`config.mk`:
```
export PLATFORM = sky130hd
export DESIGN_NAME = lockin_demod_flat
export DESIGN_NICKNAME = d
export VERILOG_FILES = /design/src/rtl/lockin_pkg.sv /design/src/rtl/lockin_if.sv /design/src/rtl/lockin_mult.sv /design/src/rtl/lockin_demod.sv /design/src/flat_wrapper.sv
export SDC_FILE = /design/constraint.sdc
export NUM_CORES = 1
export LEC_CHECK = 0
export ABC_AREA = 0
export BUFFER_PORTS_ARGS = -buffer_cell sky130_fd_sc_hd__buf_2
export CAP_MARGIN = 0
export CORE_MARGIN = 2
export CORE_UTILIZATION = 57
export DETAILED_ROUTE_END_ITERATION = 6
export GPL_TIMING_DRIVEN = 1
export HOLD_SLACK_MARGIN = 0.08
export PLACE_DENSITY = 0.78
export SLEW_MARGIN = 40
export SYNTH_ARGS = -nofsm -noshare
export SYNTH_HDL_FRONTEND = slang
export SYNTH_SLANG_ARGS = --single-unit
```
`constraint.sdc`:
```
create_clock -name clk -period 6.6 [get_ports clk]
set_input_delay 1.65 -clock clk [delete_from_list [all_inputs] [get_ports clk]]
set_output_delay 1.65 -clock clk [all_outputs]
set_load 0.02 [all_outputs]
```
`src/rtl/lockin_pkg.sv`:
```
// rtl/lockin_pkg.sv - shared state type and width helpers for the lock-in demodulator
package lockin_pkg;

   typedef enum logic [1:0] {IDLE, MAC, WRAP} state_t;

   function automatic int clog2(input int v);
      int r;
      r = 0;
      while ((1 << r) < v) r++;
      return r;
   endfunction

   function automatic int acc_width(input int dw, input int log2n);
      return 2 * dw + log2n;
   endfunction

   function automatic int ch_width(input int nch);
      return (nch < 2) ? 1 : clog2(nch);
   endfunction

endpackage

```
`src/rtl/lockin_if.sv`:
```
// rtl/lockin_if.sv - sample-set input stream and per-channel I/Q result stream
interface lockin_if #(
   parameter int DW  = 16,
   parameter int NCH = 2
) ();
   import lockin_pkg::*;

   localparam int CHW = ch_width(NCH);

   logic                   s_valid;
   logic                   s_ready;
   logic [NCH*DW-1:0]      s_data;
   logic signed [DW-1:0]   ref_sin;
   logic signed [DW-1:0]   ref_cos;
   logic                   m_valid;
   logic                   m_ready;
   logic [CHW-1:0]         m_ch;
   logic signed [2*DW-1:0] m_i;
   logic signed [2*DW-1:0] m_q;

   modport master (
      output s_valid, s_data, ref_sin, ref_cos, m_ready,
      input  s_ready, m_valid, m_ch, m_i, m_q
   );

   modport slave (
      input  s_valid, s_data, ref_sin, ref_cos, m_ready,
      output s_ready, m_valid, m_ch, m_i, m_q
   );

endinterface

```
`src/rtl/lockin_mult.sv`:
```
// rtl/lockin_mult.sv - registered signed multiplier; single-stage form lets DW<=16 pack into one SB_MAC16
module lockin_mult #(
   parameter int DW = 16
) (
   input  logic                   clk,
   input  logic                   ce,
   input  logic signed [DW-1:0]   a,
   input  logic signed [DW-1:0]   b,
   output logic signed [2*DW-1:0] p
);

   always_ff @(posedge clk) begin
      if (ce) p <= (2*DW)'(a) * (2*DW)'(b);
   end

endmodule

```
`src/rtl/lockin_demod.sv`:
```
// rtl/lockin_demod.sv - multi-channel lock-in demodulator with one time-shared multiplier
module lockin_demod
   import lockin_pkg::*;
#(
   parameter int DW    = 16,
   parameter int NCH   = 2,
   parameter int LOG2N = 10
) (
   input  logic    clk,
   input  logic    rst,
   input  logic    clear,
   lockin_if.slave bus,
   output logic    overrun
);

   localparam int ACCW = acc_width(DW, LOG2N);
   localparam int CHW  = ch_width(NCH);
   localparam int KW   = 5;
   localparam logic [KW-1:0]  K_LAST  = KW'(2*NCH - 1);
   localparam logic [CHW-1:0] CH_LAST = CHW'(NCH - 1);

   state_t                 state;
   logic [KW-1:0]          k;
   logic                   ready_q;
   logic                   accept;
   logic signed [DW-1:0]   x_q [NCH];
   logic signed [DW-1:0]   sin_q;
   logic signed [DW-1:0]   cos_q;
   logic signed [DW-1:0]   mul_a;
   logic signed [DW-1:0]   mul_b;
   logic                   mul_ce;
   logic signed [2*DW-1:0] prod;
   logic signed [ACCW-1:0] prod_ext;
   logic                   add_en;
   logic                   add_isq;
   logic [CHW-1:0]         add_ch;
   logic signed [ACCW-1:0] acc_i [NCH];
   logic signed [ACCW-1:0] acc_q [NCH];
   logic [LOG2N-1:0]       cnt;
   logic                   dump_pend;
   logic signed [2*DW-1:0] sh_i [NCH];
   logic signed [2*DW-1:0] sh_q [NCH];
   logic                   out_valid;
   logic [CHW-1:0]         out_ch;
   logic                   last_beat;
   logic                   sh_empty;

   assign bus.s_ready = ready_q && !clear;
   assign accept      = bus.s_valid && bus.s_ready;

   // Even k multiplies by sine (I), odd k by cosine (Q), channel k/2
   assign mul_a    = x_q[CHW'(k >> 1)];
   assign mul_b    = k[0] ? cos_q : sin_q;
   assign mul_ce   = (state == MAC);
   assign prod_ext = {{LOG2N{prod[2*DW-1]}}, prod};

   lockin_mult #(.DW(DW)) u_mult (
      .clk (clk),
      .ce  (mul_ce),
      .a   (mul_a),
      .b   (mul_b),
      .p   (prod)
   );

   always_ff @(posedge clk) begin
      if (rst) begin
         state     <= IDLE;
         k         <= '0;
         ready_q   <= 1'b0;
         add_en    <= 1'b0;
         add_isq   <= 1'b0;
         add_ch    <= '0;
         cnt       <= '0;
         dump_pend <= 1'b0;
         sin_q     <= '0;
         cos_q     <= '0;
         for (int c = 0; c < NCH; c++) begin
            x_q[c]   <= '0;
            acc_i[c] <= '0;
            acc_q[c] <= '0;
         end
      end else if (clear) begin
         state     <= IDLE;
         k         <= '0;
         ready_q   <= 1'b1;
         add_en    <= 1'b0;
         cnt       <= '0;
         dump_pend <= 1'b0;
         for (int c = 0; c < NCH; c++) begin
            acc_i[c] <= '0;
            acc_q[c] <= '0;
         end
      end else begin
         add_en    <= (state == MAC);
         add_isq   <= k[0];
         add_ch    <= CHW'(k >> 1);
         dump_pend <= 1'b0;
         if (add_en) begin
            if (add_isq) acc_q[add_ch] <= acc_q[add_ch] + prod_ext;
            else         acc_i[add_ch] <= acc_i[add_ch] + prod_ext;
         end
         // Dump runs one cycle after WRAP, when no add can be in flight
         if (dump_pend) begin
            for (int c = 0; c < NCH; c++) begin
               acc_i[c] <= '0;
               acc_q[c] <= '0;
            end
         end
         case (state)
            IDLE: begin
               if (accept) begin
                  for (int c = 0; c < NCH; c++) x_q[c] <= bus.s_data[c*DW +: DW];
                  sin_q   <= bus.ref_sin;
                  cos_q   <= bus.ref_cos;
                  k       <= '0;
                  ready_q <= 1'b0;
                  state   <= MAC;
               end else begin
                  ready_q <= 1'b1;
               end
            end
            MAC: begin
               k <= k + KW'(1);
               if (k == K_LAST) state <= WRAP;
            end
            WRAP: begin
               cnt       <= cnt + LOG2N'(1);
               dump_pend <= (cnt == '1);
               ready_q   <= 1'b1;
               state     <= IDLE;
            end
            default: state <= IDLE;
         endcase
      end
   end

   // A final-beat handshake in the dump cycle frees the shadow for the new block
   assign last_beat = out_valid && bus.m_ready && (out_ch == CH_LAST);
   assign sh_empty  = !out_valid || last_beat;

   always_ff @(posedge clk) begin
      if (rst) begin
         out_valid <= 1'b0;
         out_ch    <= '0;
         overrun   <= 1'b0;
         for (int c = 0; c < NCH; c++) begin
            sh_i[c] <= '0;
            sh_q[c] <= '0;
         end
      end else begin
         overrun <= 1'b0;
         if (out_valid && bus.m_ready) begin
            if (out_ch == CH_LAST) begin
               out_valid <= 1'b0;
               out_ch    <= '0;
            end else begin
               out_ch <= out_ch + CHW'(1);
            end
         end
         if (dump_pend) begin
            if (sh_empty) begin
               for (int c = 0; c < NCH; c++) begin
                  sh_i[c] <= acc_i[c][ACCW-1:LOG2N];
                  sh_q[c] <= acc_q[c][ACCW-1:LOG2N];
               end
               out_valid <= 1'b1;
               out_ch    <= '0;
            end else begin
               overrun <= 1'b1;
            end
         end
      end
   end

   assign bus.m_valid = out_valid;
   assign bus.m_ch    = out_ch;
   assign bus.m_i     = sh_i[out_ch];
   assign bus.m_q     = sh_q[out_ch];

endmodule

```
`src/flat_wrapper.sv`:
```
// flat-port wrapper written by rule: the top's interface ports become plain ports
module lockin_demod_flat import lockin_pkg::*;
#(
   parameter int DW    = 16,
   parameter int NCH   = 2,
   parameter int LOG2N = 10
)
  (clk, rst, clear, overrun, bus_s_valid, bus_s_data, bus_ref_sin, bus_ref_cos, bus_m_ready, bus_s_ready, bus_m_valid, bus_m_ch, bus_m_i, bus_m_q);
  lockin_if #(.DW(DW), .NCH(NCH)) bus_i ();
  input  logic clk;
  input  logic rst;
  input  logic clear;
  output logic overrun;
  input wire logic [$bits(bus_i.s_valid)-1:0] bus_s_valid;
  input wire logic [$bits(bus_i.s_data)-1:0] bus_s_data;
  input wire logic [$bits(bus_i.ref_sin)-1:0] bus_ref_sin;
  input wire logic [$bits(bus_i.ref_cos)-1:0] bus_ref_cos;
  input wire logic [$bits(bus_i.m_ready)-1:0] bus_m_ready;
  output wire logic [$bits(bus_i.s_ready)-1:0] bus_s_ready;
  output wire logic [$bits(bus_i.m_valid)-1:0] bus_m_valid;
  output wire logic [$bits(bus_i.m_ch)-1:0] bus_m_ch;
  output wire logic [$bits(bus_i.m_i)-1:0] bus_m_i;
  output wire logic [$bits(bus_i.m_q)-1:0] bus_m_q;
  assign bus_i.s_valid = bus_s_valid;
  assign bus_i.s_data = bus_s_data;
  assign bus_i.ref_sin = bus_ref_sin;
  assign bus_i.ref_cos = bus_ref_cos;
  assign bus_i.m_ready = bus_m_ready;
  assign bus_s_ready = bus_i.s_ready;
  assign bus_m_valid = bus_i.m_valid;
  assign bus_m_ch = bus_i.m_ch;
  assign bus_m_i = bus_i.m_i;
  assign bus_m_q = bus_i.m_q;
  lockin_demod #(.DW(DW), .NCH(NCH), .LOG2N(LOG2N)) u_core (.clk(clk), .rst(rst), .clear(clear), .bus(bus_i), .overrun(overrun));
endmodule
```
* After elaboration in Yosys (flattened, before gate mapping)
Memories as Yosys holds them, arrays and structs flattened. A register that Yosys moved wholly into a read port is not among the register bits. Index checks and enable logic that the tools add are counted.
Cells by class: bitwise logic cells 29, reductions and logical operators 18, $mul 1, equal/unequal tests 10, multiplexer cells 74, add/sub/neg operators 5
Operators by type and width (count):
- two-way mux 42 bit | 10
- two-way mux 32 bit | 4
- adder 42 x 32 -> 42 bit | 2
- OR reduction 42 bit | 2
- two-way mux 1 bit | 51
- two-way mux 16 bit | 3
- multiplier 16 x 16 -> 32 bit | 1
- OR 1 bit | 14
- adder 10 x 1 -> 10 bit (second input constant) | 1
- == test 10 bit (second input constant) | 1
- one-hot mux 5 bit (2 select lines) | 1
- AND 1 bit | 8
- NOT 1 bit | 7
- adder 5 x 1 -> 5 bit (second input constant) | 1
- == test 5 x 2 -> 1 bit (second input constant) | 1
- two-way mux 5 bit | 1
- == test 1 bit (second input constant) | 4
- logical AND 1 bit | 4
- two-way mux 2 bit | 2
- one-hot mux 2 bit (2 select lines) | 1
- AND reduction 2 bit | 2
- OR reduction 2 bit | 2
- AND reduction 3 bit | 1
- nonzero test 3 bit | 1
- 11 further kinds | 12
Word-level totals: memory bits (writable) 328, bits in registers 89, input bits 69, memories kept 5
Memories:
- u_core.acc_i | depth 2, width 42, rd ports 3, clocked after Yosys merged registers in 1, write ports 2, RTL line lockin_demod.sv:37 | logic signed [ACCW-1:0] acc_i [NCH];
- u_core.acc_q | depth 2, width 42, rd ports 3, clocked after Yosys merged registers in 1, write ports 2, RTL line lockin_demod.sv:38 | logic signed [ACCW-1:0] acc_q [NCH];
- u_core.sh_i | depth 2, width 32, rd ports 1, clocked after Yosys merged registers in 1, write ports 2, RTL line lockin_demod.sv:41 | logic signed [2*DW-1:0] sh_i [NCH];
- u_core.sh_q | depth 2, width 32, rd ports 1, clocked after Yosys merged registers in 1, write ports 2, RTL line lockin_demod.sv:42 | logic signed [2*DW-1:0] sh_q [NCH];
- u_core.x_q | depth 2, width 16, rd ports 1, clocked after Yosys merged registers in 1, write ports 2, RTL line lockin_demod.sv:26 | logic signed [DW-1:0] x_q [NCH];

* Depth between registers and ports, before layout
word-level depth 10, mapped depth 26, gate-level depth less buffers 24

* By module
A second synthesis with hierarchy kept.
Unflattened totals: cells, all modules 2943, area, all modules 31230.0 um^2
Modules (own cells, without submodules):
- lockin_demod | area an instance 20474.6 um^2, sequential area each 11030.6 um^2, times used 1, cells an instance 1827
- lockin_mult | area an instance 10755.3 um^2, sequential area each 960.9 um^2, times used 1, cells an instance 1116

* Worst setup path before layout
OpenSTA, ideal clock, no wires.
path kind reg-to-reg, from register u_core.k[0], to register u_core.u_mult.p[24] (data pin), arrival time 6.901 ns, slack -0.559 ns, stages on the path, launching flop included 26, data required time 6.342 ns, library setup time 0.258 ns, path through dfxtp_1 -> clkbuf_1 -> buf_1 -> mux2i_1 -> clkbuf_1 -> nor2_1 -> fa_1 -> inv_1 -> fa_1 -> fa_1 -> inv_1 -> fa_1 -> fa_1 -> inv_1 -> fa_1 -> inv_1 -> ha_1 -> a21o_1 -> a21o_1 -> a21oi_1 -> o31a_1 -> a21boi_0 -> or3b_2 -> a31o_2 -> a21oi_1 -> xnor2_1
Between the ends: word-level cells in the longest chain between the ends 2
Ends and longest elaborated chain:
- from (decl) | RTL line lockin_demod.sv:23 | logic [KW-1:0] k;
- from (signal assigned) | RTL line lockin_demod.sv:123 | k <= k + KW'(1);
- two-way mux 16 bit | RTL line lockin_demod.sv:53 | assign mul_b = k[0] ? cos_q : sin_q;
- multiplier 16 x 16 -> 32 bit | RTL line lockin_mult.sv:13 | if (ce) p <= (2*DW)'(a) * (2*DW)'(b);
- to (signal assigned) | RTL line lockin_mult.sv:13
- to (decl) | RTL line lockin_mult.sv:9 | output logic signed [2*DW-1:0] p
Every way passes these cells. A chain may end at the register's enable or synchronous reset.

* Worst setup path after layout
Ends and elaborated chain as after synthesis.

==> impl_metrics.csv <==
group,metric,value,unit
job,max_cap_viol_count,0,
pwr,p_int,0.00481,W
route,vias,21600,
floorplan,die_x,237,um
placed_design,area_after_dpl,0.0329,mm2
timing,period_minus_slack,6480,ps
placed_design,placed_cells_incl_taps,3711,
yosys,fraction_of_registers_with_async_set_reset,0,%
floorplan,placement_rows,85,
timing,worst_slew_pin_slew,818,ps
pwr,clock_power_share,38.6,%
yosys,netlist-cell-type-count,68,
timing,timing.final.hold_violations,0,
setup_path,wp_data_required,6950,ps
setup_path,crit_end,"u_core.u_mult.p[24]$_DFFE_PP_",
yosys,ys_seq_area_share,38.9,%
placed_design,dp_worst_setup_slack,-215,ps
grt,first_global_vias,22200,
clocking,clkTransAtPathRegs,60,ps
clocking,clock_insertion_delay_worst_skew,590,ps
clocking,cts_made_buffers,45,
pwr,power_frac_comb,15.0,%
clocking,cts-hold-fix-buffers,0,
layout,design_area,0.0349,mm2
floorplan,floorplan.die_area,0.0560,mm2
grt,grt_remaining_overflow,0,
yosys,yosys.cell_count.top_type,"edfxtp_1",
setup_path,critical_path_class,"reg2reg",
pwr,powerDensity,187,mW/mm2
layout,layout.cells.non_filler,3818,
grt,grt_first_pass_wirelength,117,mm
layout,design.final.nets,3585,
floorplan,fp.dieH,237,um
yosys,ys_seq_elements,419,
setup_path,critical_path.startpoint_type,"register",
yosys,synth.area.top_cells,"edfxtp_1 35%, fa_1 17%, ha_1 6.8%",
floorplan,initial_standard_cell_utilization_of_the_core,57.5,%
route,totalWireLength,73.5,mm
placed_design,place.port_buffers,136,
setup_path,rr_endpoint,"u_core.u_mult.p[24]$_DFFE_PP_",
placed_design,hpwl,56.9,mm
yosys,ys_dominant_reg_cell,"edfxtp_1",
clocking,htreeDepth,2,
pwr,power.ir.vdd_worst,0.182,mV
yosys,yosysWarningCount,0,
setup_path,worst_setup_path_end_kind,"register",
setup_path,worst_setup_path_startpoint,"u_core.k[0]$_SDFFE_PP0P_",
grt,initial_antenna_violation_count,0,
floorplan,core,0.0537,mm2
grt,globalRouteTotalUtil,26.5,%
setup_path,crit_path_max_fanout,16,
clocking,tritoncts,"yes",
route,wl_per_cell,19.2,um
timing,timing_max_transition_violations_final,0,
route,drc,0,
floorplan,floorplan.io_pins,137,
timing,final.setup_skew,26.5,ps
placed_design,routability_congestion_estimate,0.952,
route,drtPass1Iterations,5,
pwr,sequentialPowerShare,46.3,%
layout,total_inserted_antenna_cells,0,
pwr,power.static_leakage,15.6,nW
layout,drive_gt1_share,18.1,%
pwr,sw_frac_of_total,26.1,%
clocking,ctsRootBufferMaster,"clkbuf_16",
timing,post-route-worst-setup-slack,124,ps
yosys,synth_largest_type_area_fraction,35.0,%
yosys,count_of_flip_flops_with_a_built_in_enable_after_synthesis,360,
yosys,netlist_instances,2884,
clocking,clock_sink_count,419,
setup_path,reg2reg_slack,120,ps
grt,grt_start_max_net_pins,77,
setup_path,worstRegToRegCells,23,
timing,timing.final.crit_share,98.1,%
setup_path,critical_path_arrival,6820,ps
timing,timing.fmax,154,MHz
clocking,clock_path_buffers,3,
timing,finalSetupViolCount,0,
yosys,synth_nets,3384,
route,route.antenna.remaining_nets,0,
route,post_drt_via_cell_ratio,5.65,
pwr,design_power_total,0.00651,W
timing,maxSlewHeadroom,45.1,%
pwr,total_switching_power,0.00170,W
route,drtIter0Drc,1419,
yosys,netlist_area,0.0309,mm2
yosys,postSynthAreaPerCell,10.7,um2
hold_path,holdCritPathClass,"reg2reg",
setup_path,regToRegStartpoint,"u_core.k[0]$_SDFFE_PP0P_",
layout,area_added_between_synthesis_and_finish,13.0,%
yosys,netlist_top_cells_count,"360 x edfxtp_1, 359 x nor2_1, 321 x inv_1, 264 x fa_1, 245 x nand2_1",
yosys,synth.largest_area_cell,"edfxtp_1",
status,outcome,"finished, final reports clean",
timing,unrepaired_setup_endpoints_after_global_routing,"true",
==> power groups by stage <==
| stage | clock network, W | logic (W) | registers (W) |
|---|---|---|---|
| 4_1_cts | 0.00255 | 0.000954 | 0.00302 |
| 2_1_floorplan | 0 | 0.000655 | 0.00306 |
| 6_report | 0.00251 | 0.000978 | 0.00302 |
| 3_3_place_gp | 0 | 0.000915 | 0.00307 |
| 5_1_grt | 0.00266 | 0.00109 | 0.00303 |
| 3_5_place_dp | 0 | 0.000948 | 0.00307 |
==> worst min-delay path by stage <==
stage / slack [ps] / cells past startpoint / start / endpoint
floorplan: 430 / 2 / u_core.cos_q[15]$_SDFFE_PP0P_ / u_core.cos_q[15]$_SDFFE_PP0P_
global placement: 440 / 2 / u_core.cnt[9]$_SDFFE_PP0P_ / u_core.dump_pend$_SDFF_PP0_
detailed placement: 450 / 2 / u_core.cnt[9]$_SDFFE_PP0P_ / u_core.dump_pend$_SDFF_PP0_
CTS: 460 / 2 / u_core.sin_q[0]$_SDFFE_PP0P_ / u_core.sin_q[0]$_SDFFE_PP0P_
global route: 470 / 2 / u_core.sin_q[0]$_SDFFE_PP0P_ / u_core.sin_q[0]$_SDFFE_PP0P_
finish: 460 / 2 / u_core.cos_q[0]$_SDFFE_PP0P_ / u_core.cos_q[0]$_SDFFE_PP0P_
==> stage by stage <==
step | util (%) | hold WS (ps) | setup TNS [ps]
final | 64.9 | 456 | 0
after global routing | 64.9 | 473 | -82.1
after CTS | 64.2 | 458 | 0
after detailed placement | 61.3 | 449 | -591
after global placement | 61.2 | 442 | 0
after floorplan | - | 433 | -61.5
==> cell families after synthesis <==
logic type | count (synthesis) | synth area share, %
AND/OR/NAND/NOR | 898 | 13.3
adder cells (fa/ha/maj) | 431 | 23.9
buffers and inverters | 426 | 5.18
flip-flops | 419 | 38.9
AO/OA/AOI/OAI | 381 | 7.90
multiplexers | 208 | 7.44
XOR/XNOR | 121 | 3.43
==> worst max-delay path: stages (launching register included) <==
cell and delay (ps):
dfxtp_4 390, buf_12 180, mux2i_1 320, nor2_1 120, fa_1 550, inv_1 60
fa_1 530, inv_1 80, fa_1 550, fa_1 440, fa_1 490, inv_1 50
fa_1 470, inv_1 40, ha_1 290, a21o_1 190, a21o_1 190, a21oi_2 130
o31a_1 160, a21boi_1 90, or3b_2 450, a31o_2 250, a21oi_2 140, xnor2_1 70
==> cell type report <==
cell class,instances,area (um2)
Fill cell,4132,18800
Multi-Input combinational cell,2039,17500
Sequential cell,419,12000
Timing Repair Buffer,259,1800
Inverter,321,1210
Clock buffer,58,1210
Tap cell,696,871
Clock inverter,26,278
==> repair_timing <==
| action | 4_1_cts | 5_1_grt |
|---|---|---|
| endpoints found under the setup margin | 5 | 13 |
| cloned | 1 | 2 |
| pin swaps | 3 | 20 |
| setup buffers | 3 | 17 |
| resized for setup | 6 | 52 |
==> layer usage <==
metal | global-route usage (%) | wire, um | share of wire, %
met3 | 3.43 | 3520 | 4.8
met5 | 0 | 0 | 0
met2 | 45.3 | 35600 | 48
met4 | 10.1 | 2900 | 3.9
met1 | 34.5 | 31500 | 43
==> layout by cell type, fill, tap and decap left out, types with 9 or more instances in the layout <==
| cell | netlist | final |
|---|---|---|
| edfxtp_1 | 360 | 360 |
| nor2_1 | 359 | 357 |
| inv_1 | 321 | 319 |
| fa_1 | 264 | 260 |
| nand2_1 | 245 | 242 |
| ha_1 | 167 | 164 |
| mux2_2 | 171 | 159 |
| buf_2 | 0 | 136 |
| a21oi_1 | 140 | 134 |
| and2_1 | 131 | 131 |
| buf_4 | 0 | 103 |
| xnor2_1 | 78 | 78 |
| o21ai_0 | 62 | 59 |
| dfxtp_1 | 59 | 55 |
| a21o_1 | 54 | 54 |
| clkbuf_16 | 0 | 48 |
| and3_1 | 47 | 46 |
| xor2_1 | 43 | 43 |
| mux2i_1 | 37 | 26 |
| nand3_1 | 22 | 22 |
| o21bai_1 | 21 | 21 |
| nand4_1 | 20 | 20 |
| nand2b_1 | 18 | 18 |
| a31oi_1 | 15 | 15 |
| mux2_4 | 0 | 12 |
| or2_2 | 13 | 12 |
| o211ai_1 | 11 | 11 |
| o21a_1 | 11 | 11 |
| nor2b_1 | 11 | 11 |
| clkbuf_1 | 100 | 11 |
| buf_6 | 0 | 9 |
==> registers in the layout, indices dropped and copies added (netlist names), 2 cells and up, named ones only <==
| register | flops |
|---|---|
| u_core.sh_i | 64 |
| u_core.sin_q | 16 |
| u_core.cnt | 10 |
| u_core.sh_q | 64 |
| u_core.x_q | 32 |
| u_core.state | 2 |
| u_core.cos_q | 16 |
| u_core.acc_q | 84 |
| u_core.u_mult.p | 32 |
| u_core.acc_i | 84 |
| u_core.k | 5 |
Power figures use the tool's default switching activity.
